[config.mk]
export PLATFORM = sky130hd
export DESIGN_NAME = change_dispenser_flat
export DESIGN_NICKNAME = d
export VERILOG_FILES = /design/src/rtl/vend_pkg.sv /design/src/rtl/change_dispenser_if.sv /design/src/rtl/change_dispenser_cycle_timer.sv /design/src/rtl/change_dispenser.sv /design/src/flat_wrapper.sv
export SDC_FILE = /design/constraint.sdc
export NUM_CORES = 1
export LEC_CHECK = 0
export ABC_AREA = 1
export CELL_PAD_IN_SITES_DETAIL_PLACEMENT = 0
export CELL_PAD_IN_SITES_GLOBAL_PLACEMENT = 2
export CORE_MARGIN = 5
export CORE_UTILIZATION = 35
export DETAILED_ROUTE_END_ITERATION = 8
export GPL_ROUTABILITY_DRIVEN = 0
export PLACE_DENSITY_LB_ADDON = 0.1
export SETUP_SLACK_MARGIN = 0.02
export SLEW_MARGIN = 20
export SYNTH_ARGS = -nofsm -noshare
export SYNTH_HDL_FRONTEND = slang
export SYNTH_SLANG_ARGS = --single-unit
[constraint.sdc]
create_clock -name clock -period 3.1 [get_ports clock]
set_input_delay 0.62 -clock clock [delete_from_list [all_inputs] [get_ports clock]]
set_output_delay 0.62 -clock clock [all_outputs]
set_load 0.05 [all_outputs]
[src/rtl/vend_pkg.sv]
// Shared types and constants for the change dispenser: FSM states, change codes
// and the request qualifier used by both the top and its pending slot.
package vend_pkg;

    typedef enum logic [2:0] {
        S_IDLE,
        S_VEND,
        S_COIN_PULSE,
        S_WAIT_ACK,
        S_DONE,
        S_FAULT
    } state_t;

    localparam logic [1:0] R0  = 2'b00;
    localparam logic [1:0] R5  = 2'b01;
    localparam logic [1:0] R10 = 2'b10;
    localparam logic [1:0] R15 = 2'b11;

    localparam int COIN_VALUE = 5;

    // A cycle with no purchase and no change owed carries nothing to do.
    function automatic logic is_request(input logic buy, input logic [1:0] chg);
        return buy || (chg != R0);
    endfunction

endpackage

[src/rtl/change_dispenser_if.sv]
// Bundle between the vending controller / hopper side (master) and the
// change dispenser (slave).
interface change_dispenser_if;
    logic       buy;
    logic [1:0] chg;
    logic       coin_ack;
    logic       fault_clr;
    logic       vend_motor;
    logic       coin_out;
    logic       busy;
    logic       done;
    logic       fault;
    logic       overflow;
    logic [1:0] coins_left;

    modport master (
        output buy, chg, coin_ack, fault_clr,
        input  vend_motor, coin_out, busy, done, fault, overflow, coins_left
    );

    modport slave (
        input  buy, chg, coin_ack, fault_clr,
        output vend_motor, coin_out, busy, done, fault, overflow, coins_left
    );
endinterface

[src/rtl/change_dispenser_cycle_timer.sv]
// State-duration timer: load starts the count at 1 for the first cycle in a
// state; expired flags the LEN-th cycle. The count saturates at LEN.
module cycle_timer #(
    parameter int LEN = 4
) (
    input  logic clock,
    input  logic reset,
    input  logic load,
    output logic expired
);
    localparam int CW = $clog2(LEN + 1);

    logic [CW-1:0] cnt_reg;

    always_ff @(posedge clock or posedge reset) begin
        if (reset) begin
            cnt_reg <= '0;
        end else if (load) begin
            cnt_reg <= CW'(1);
        end else if (cnt_reg != CW'(LEN)) begin
            cnt_reg <= cnt_reg + CW'(1);
        end
    end

    assign expired = (cnt_reg == CW'(LEN));

endmodule

[src/rtl/change_dispenser.sv]
// Turns buy/change transactions into product-motor and coin-release pulses,
// handshakes each coin with the hopper, buffers one request, faults on timeout.
module change_dispenser
    import vend_pkg::*;
#(
    parameter int VEND_W      = 8,
    parameter int PULSE_W     = 4,
    parameter int ACK_TIMEOUT = 255
) (
    input  logic               clock,
    input  logic               reset,
    change_dispenser_if.slave  bus
);
    localparam int NTIMER = 3;
    localparam state_t TIMED_STATE [NTIMER] = '{S_VEND, S_COIN_PULSE, S_WAIT_ACK};
    localparam int     TIMER_LEN   [NTIMER] = '{VEND_W, PULSE_W, ACK_TIMEOUT};

    state_t      state_reg, state_next;
    logic        pend_valid_reg, pend_buy_reg;
    logic [1:0]  pend_chg_reg;
    logic [1:0]  coins_left_reg;
    logic        ack_d_reg;
    logic        overflow_reg;
    logic        vend_motor_reg, coin_out_reg, busy_reg, done_reg, fault_reg;

    logic        req_live, src_valid, src_buy, ack_rise;
    logic [1:0]  src_chg;
    logic [NTIMER-1:0] timer_exp;

    assign req_live  = is_request(bus.buy, bus.chg);
    assign src_valid = pend_valid_reg || req_live;
    assign src_buy   = pend_valid_reg ? pend_buy_reg : bus.buy;
    assign src_chg   = pend_valid_reg ? pend_chg_reg : bus.chg;
    assign ack_rise  = bus.coin_ack && !ack_d_reg;

    // Each timed state reloads its timer on entry so its first cycle counts as 1.
    for (genvar gi = 0; gi < NTIMER; gi++) begin : g_timer
        cycle_timer #(.LEN(TIMER_LEN[gi])) u_timer (
            .clock   (clock),
            .reset   (reset),
            .load    ((state_next == TIMED_STATE[gi]) && (state_reg != TIMED_STATE[gi])),
            .expired (timer_exp[gi])
        );
    end

    always_ff @(posedge clock or posedge reset) begin
        if (reset) begin
            state_reg <= S_IDLE;
        end else begin
            state_reg <= state_next;
        end
    end

    always_comb begin
        state_next = state_reg;
        case (state_reg)
            S_IDLE: begin
                if (src_valid) begin
                    state_next = src_buy ? S_VEND : S_COIN_PULSE;
                end
            end
            S_VEND: begin
                if (timer_exp[0]) begin
                    state_next = (coins_left_reg == R0) ? S_DONE : S_COIN_PULSE;
                end
            end
            S_COIN_PULSE: begin
                if (timer_exp[1]) begin
                    state_next = S_WAIT_ACK;
                end
            end
            S_WAIT_ACK: begin
                if (ack_rise) begin
                    state_next = (coins_left_reg == R5) ? S_DONE : S_COIN_PULSE;
                end else if (timer_exp[2]) begin
                    state_next = S_FAULT;
                end
            end
            S_DONE:  state_next = S_IDLE;
            S_FAULT: begin
                if (bus.fault_clr) begin
                    state_next = S_IDLE;
                end
            end
            default: state_next = S_IDLE;
        endcase
    end

    // Outputs are registered from the next state so they line up with it.
    always_ff @(posedge clock or posedge reset) begin
        if (reset) begin
            vend_motor_reg <= 1'b0;
            coin_out_reg   <= 1'b0;
            busy_reg       <= 1'b0;
            done_reg       <= 1'b0;
            fault_reg      <= 1'b0;
            ack_d_reg      <= 1'b0;
        end else begin
            vend_motor_reg <= (state_next == S_VEND);
            coin_out_reg   <= (state_next == S_COIN_PULSE);
            busy_reg       <= (state_next != S_IDLE);
            done_reg       <= (state_next == S_DONE);
            fault_reg      <= (state_next == S_FAULT);
            ack_d_reg      <= bus.coin_ack;
        end
    end

    always_ff @(posedge clock or posedge reset) begin
        if (reset) begin
            coins_left_reg <= R0;
            pend_valid_reg <= 1'b0;
            pend_buy_reg   <= 1'b0;
            pend_chg_reg   <= R0;
            overflow_reg   <= 1'b0;
        end else begin
            case (state_reg)
                S_IDLE: begin
                    if (src_valid) begin
                        coins_left_reg <= src_chg;
                    end
                    // Consuming the slot frees it for a request arriving this same cycle.
                    if (pend_valid_reg) begin
                        pend_valid_reg <= req_live;
                        pend_buy_reg   <= bus.buy;
                        pend_chg_reg   <= bus.chg;
                    end
                end
                S_FAULT: begin
                    if (req_live) begin
                        overflow_reg <= 1'b1;
                    end
                    if (bus.fault_clr) begin
                        pend_valid_reg <= 1'b0;
                    end
                end
                default: begin
                    if (state_reg == S_WAIT_ACK && ack_rise) begin
                        coins_left_reg <= coins_left_reg - 2'd1;
                    end
                    if (req_live) begin
                        if (!pend_valid_reg) begin
                            pend_valid_reg <= 1'b1;
                            pend_buy_reg   <= bus.buy;
                            pend_chg_reg   <= bus.chg;
                        end else begin
                            overflow_reg <= 1'b1;
                        end
                    end
                end
            endcase
            if (bus.fault_clr) begin
                overflow_reg <= 1'b0;
            end
        end
    end

    assign bus.vend_motor = vend_motor_reg;
    assign bus.coin_out   = coin_out_reg;
    assign bus.busy       = busy_reg;
    assign bus.done       = done_reg;
    assign bus.fault      = fault_reg;
    assign bus.overflow   = overflow_reg;
    assign bus.coins_left = coins_left_reg;

endmodule

[src/flat_wrapper.sv]
// flat-port wrapper written by rule: the top's interface ports become plain ports
module change_dispenser_flat import vend_pkg::*;
#(
    parameter int VEND_W      = 8,
    parameter int PULSE_W     = 4,
    parameter int ACK_TIMEOUT = 255
)
  (clock, reset, bus_buy, bus_chg, bus_coin_ack, bus_fault_clr, bus_vend_motor, bus_coin_out, bus_busy, bus_done, bus_fault, bus_overflow, bus_coins_left);
  change_dispenser_if bus_i ();
  input  logic clock;
  input  logic reset;
  input wire logic [$bits(bus_i.buy)-1:0] bus_buy;
  input wire logic [$bits(bus_i.chg)-1:0] bus_chg;
  input wire logic [$bits(bus_i.coin_ack)-1:0] bus_coin_ack;
  input wire logic [$bits(bus_i.fault_clr)-1:0] bus_fault_clr;
  output wire logic [$bits(bus_i.vend_motor)-1:0] bus_vend_motor;
  output wire logic [$bits(bus_i.coin_out)-1:0] bus_coin_out;
  output wire logic [$bits(bus_i.busy)-1:0] bus_busy;
  output wire logic [$bits(bus_i.done)-1:0] bus_done;
  output wire logic [$bits(bus_i.fault)-1:0] bus_fault;
  output wire logic [$bits(bus_i.overflow)-1:0] bus_overflow;
  output wire logic [$bits(bus_i.coins_left)-1:0] bus_coins_left;
  assign bus_i.buy = bus_buy;
  assign bus_i.chg = bus_chg;
  assign bus_i.coin_ack = bus_coin_ack;
  assign bus_i.fault_clr = bus_fault_clr;
  assign bus_vend_motor = bus_i.vend_motor;
  assign bus_coin_out = bus_i.coin_out;
  assign bus_busy = bus_i.busy;
  assign bus_done = bus_i.done;
  assign bus_fault = bus_i.fault;
  assign bus_overflow = bus_i.overflow;
  assign bus_coins_left = bus_i.coins_left;
  change_dispenser #(.VEND_W(VEND_W), .PULSE_W(PULSE_W), .ACK_TIMEOUT(ACK_TIMEOUT)) u_core (.clock(clock), .reset(reset), .bus(bus_i));
endmodule
==> results.yml <==
outcome:
  outcome: "finished clean"
finish:
  drive_above_1_share_pct: 16.67
  area_growth_pct: 20.25
  largest_reg_flops: 15
  fin_nets: 247
  n_fill_cell: 508
  diodes: 0
  finish.utilization_pct: 43.61
clock_network:
  cts_resized: 0
  cts_root_buf: "clkbuf_8"
  insertion_delay_ns: 0.28
  hold_buffers: 0
  cts_buffer_depth: 2
  tritoncts: "done"
  clock-sinks: 31
  clk_pin_slew_worst_paths_ns: 0.07
  cts_buffers: 5
  cts_setup_buffers: 0
  cts_max_level: 2
global_route:
  grt_pass1_vias: 1418
  grt_pass1_wl_um: 6534
  antenna_found_initial: 0
  grtUsageTotal_pct: 13.04
  use_met3_pct: 3.251
  busiest_layer: "met2"
  overflow: 0
  use_met1_pct: 17.37
  grt_max_degree: 32
  use_met2_pct: 20.45
power:
  ir_drop_mv: 0.4628
  leakage_nw: 1.045
  power_density_mw_per_mm2: 1132
worst_setup_path:
  cp.arrival_ns: 1.49
  max_stage_delay_ns: 0.82
  reg2regPathDepth: 11
  timing.rr.start: "u_core.g_timer[0].u_timer.cnt_reg[0]"
  cp.required_ns: 2.48
  path_class: "reg2out"
  cp-end-kind: "output port"
  path_cells: "clkdlybuf4s50_1"
  r2r_slack_ns: 1.47
  crit_path_end: "bus_coins_left[0]"
  startpoint_type: "register"
  crit_slowest_cell: "clkdlybuf4s50_1"
  cp.buffers_inverters: 1
  crit_start: "u_core.bus.coins_left[0]"
  path_delay_family: "buffers and inverters"
  worst-path-stages: 1
  cp_max_fo: 4
  r2r_end: "u_core.g_timer[1].u_timer.cnt_reg[1]"
detailed_routing:
  wl_per_cell_um: 12.06
  viasPerCell: 4.565
  dr.pass1.iters: 4
  postRouteAntennaNets: 0
  wirelength_um: 3630
  drc: 0
  drtIter0Drc: 54
  vias: 1374
job:
  drv_cap: 0
timing:
  fmax_ghz: 0.4737
  tightest_slew_ns: 0.5028
  skew_ns: 0.004048
  fin_setup_tns_ns: 0
  slew_headroom_pct: 66.37
  setup_viol: 0
  min_period_ns: 2.111
  final-max-slew-violation-count: 0
  rsz0062_at_grt: "false"
  hold_violations: 0
  min_period_over_period_pct: 68.10
die:
  io_pins: 15
  die_w_um: 80.19
  dieHeight_um: 80.19
  dieArea_sq_mm: 0.006430
  num_rows: 25
  initial_utilization_pct: 36.26
  coreArea_sq_mm: 0.004755
yosys:
  synth_area_per_cell_sq_um: 8.171
  synth.net_count: 225
  synthTopCellsByArea: "dfrtp_1 45%, nand2_1 11%, inv_1 5.4%"
  synth_seq_cells: 31
  netlist.area_leader.share_pct: 44.99
  synth_cell_type_count: 29
  syn_area_sq_mm: 0.001724
  yosysWarnings: 0
  syn_inst: 211
  yosys.area.top_type: "dfrtp_1"
  yosysSeqAreaShare_pct: 44.99
hold_path:
  min_path_type: "reg2reg"
  hp-start: "u_core.bus.overflow"
placed_design:
  port_buffers: 14
  place_hpwl_um: 2683
==> worst min path at each step <==
stage / end / slack (ns) / cells after the start
5_1_grt: u_core.bus.overflow / 0.55 / 2
3_5_place_dp: u_core.bus.overflow / 0.50 / 2
4_1_cts: u_core.bus.overflow / 0.52 / 2
6_report: u_core.bus.overflow / 0.51 / 2
3_3_place_gp: u_core.bus.overflow / 0.49 / 2
2_1_floorplan: u_core.pend_chg_reg[0] / 0.49 / 2
==> stage by stage <==
step / power, W / area [sq um] / setup WS, ns / std cells / hold slack, ns
floorplan: 0.001667 / 1724 / 1.470 / 211 / 0.4862
global placement: 0.001930 / 1956 / 1.022 / 293 / 0.4910
detailed placement: 0.001954 / 1956 / 0.9994 / 293 / 0.4994
CTS: 0.002386 / 2073 / 0.9732 / 301 / 0.5201
global route: 0.002578 / 2073 / 0.9444 / 301 / 0.5491
finish: 0.002347 / 2073 / 0.9890 / 301 / 0.5121
==> area by class of cell <==
type | count | area (sq um) | area share [%]
multi-input cells | 147 | 822.0 | 39.65
repair buffers | 15 | 147.6 | 7.121
flip-flops and latches | 31 | 775.7 | 37.42
clock buffers | 6 | 82.58 | 3.983
well taps | 67 | 83.83 | 4.043
inverters | 33 | 126.4 | 6.095
clock inverters | 2 | 35.03 | 1.690
==> layout by cell type, fill, tap and decap left out, drive strengths merged <==
master,n
nor2,32
nand3,10
clkdlybuf4s50,14
nand2,58
nand4,3
a31oi,4
clkbuf,6
dfrtp,31
or2,1
nor3,5
bufinv,1
xor2,3
buf,1
o211ai,3
a21boi,1
xnor2,2
clkinv,2
a21oi,6
o21ai,9
ha,7
nand3b,1
o211a,1
inv,32
o22ai,1
==> metal layers <==
layer | share of wire, % | vias up | wire, um
met3 | 3.1 | 6 | 112
li1 | - | 713 | -
met5 | 0 | - | 0
met4 | 1.6 | 0 | 59
met1 | 51 | 639 | 1863
met2 | 44 | 16 | 1594
==> where the power goes <==
part           total (W)  switching [W]  leakage, nW  internal, W
clock           0.000417       0.000157       0.0612     0.000260
sequential      0.000742       0.000150        0.375     0.000592
combinational    0.00119       0.000753        0.608     0.000435
total            0.00235        0.00106         1.04      0.00129
==> cell families (layout without fill, tap and decap cells) <==
logic type	count (synthesis)	in the layout	share of synthesized area, %
compound gates	25	25	9.144
buf+inv	33	56	7.329
xor+xnor	5	5	2.540
fa+ha+maj	7	7	5.080
flops	31	31	44.99
simple gates	110	110	30.91
==> synth_stat cells (all sizes together) <==
library cell	number
o21ai	9
nand3	10
o22ai	1
inv	32
nor3	5
nand2	58
o211a	1
nand3b	1
nor2	32
a21oi	6
nand4	3
ha	7
or2	1
o211ai	3
a31oi	4
clkinv	1
xor2	3
dfrtp	31
xnor2	2
a21boi	1
==> tightest hold or removal path: stages, from the launching register on <==
cell and delay [ns]:
dfrtp_1 0.35, nor2_1 0.05, nor2_1 0.07
(Power assumes the default switching activity.)
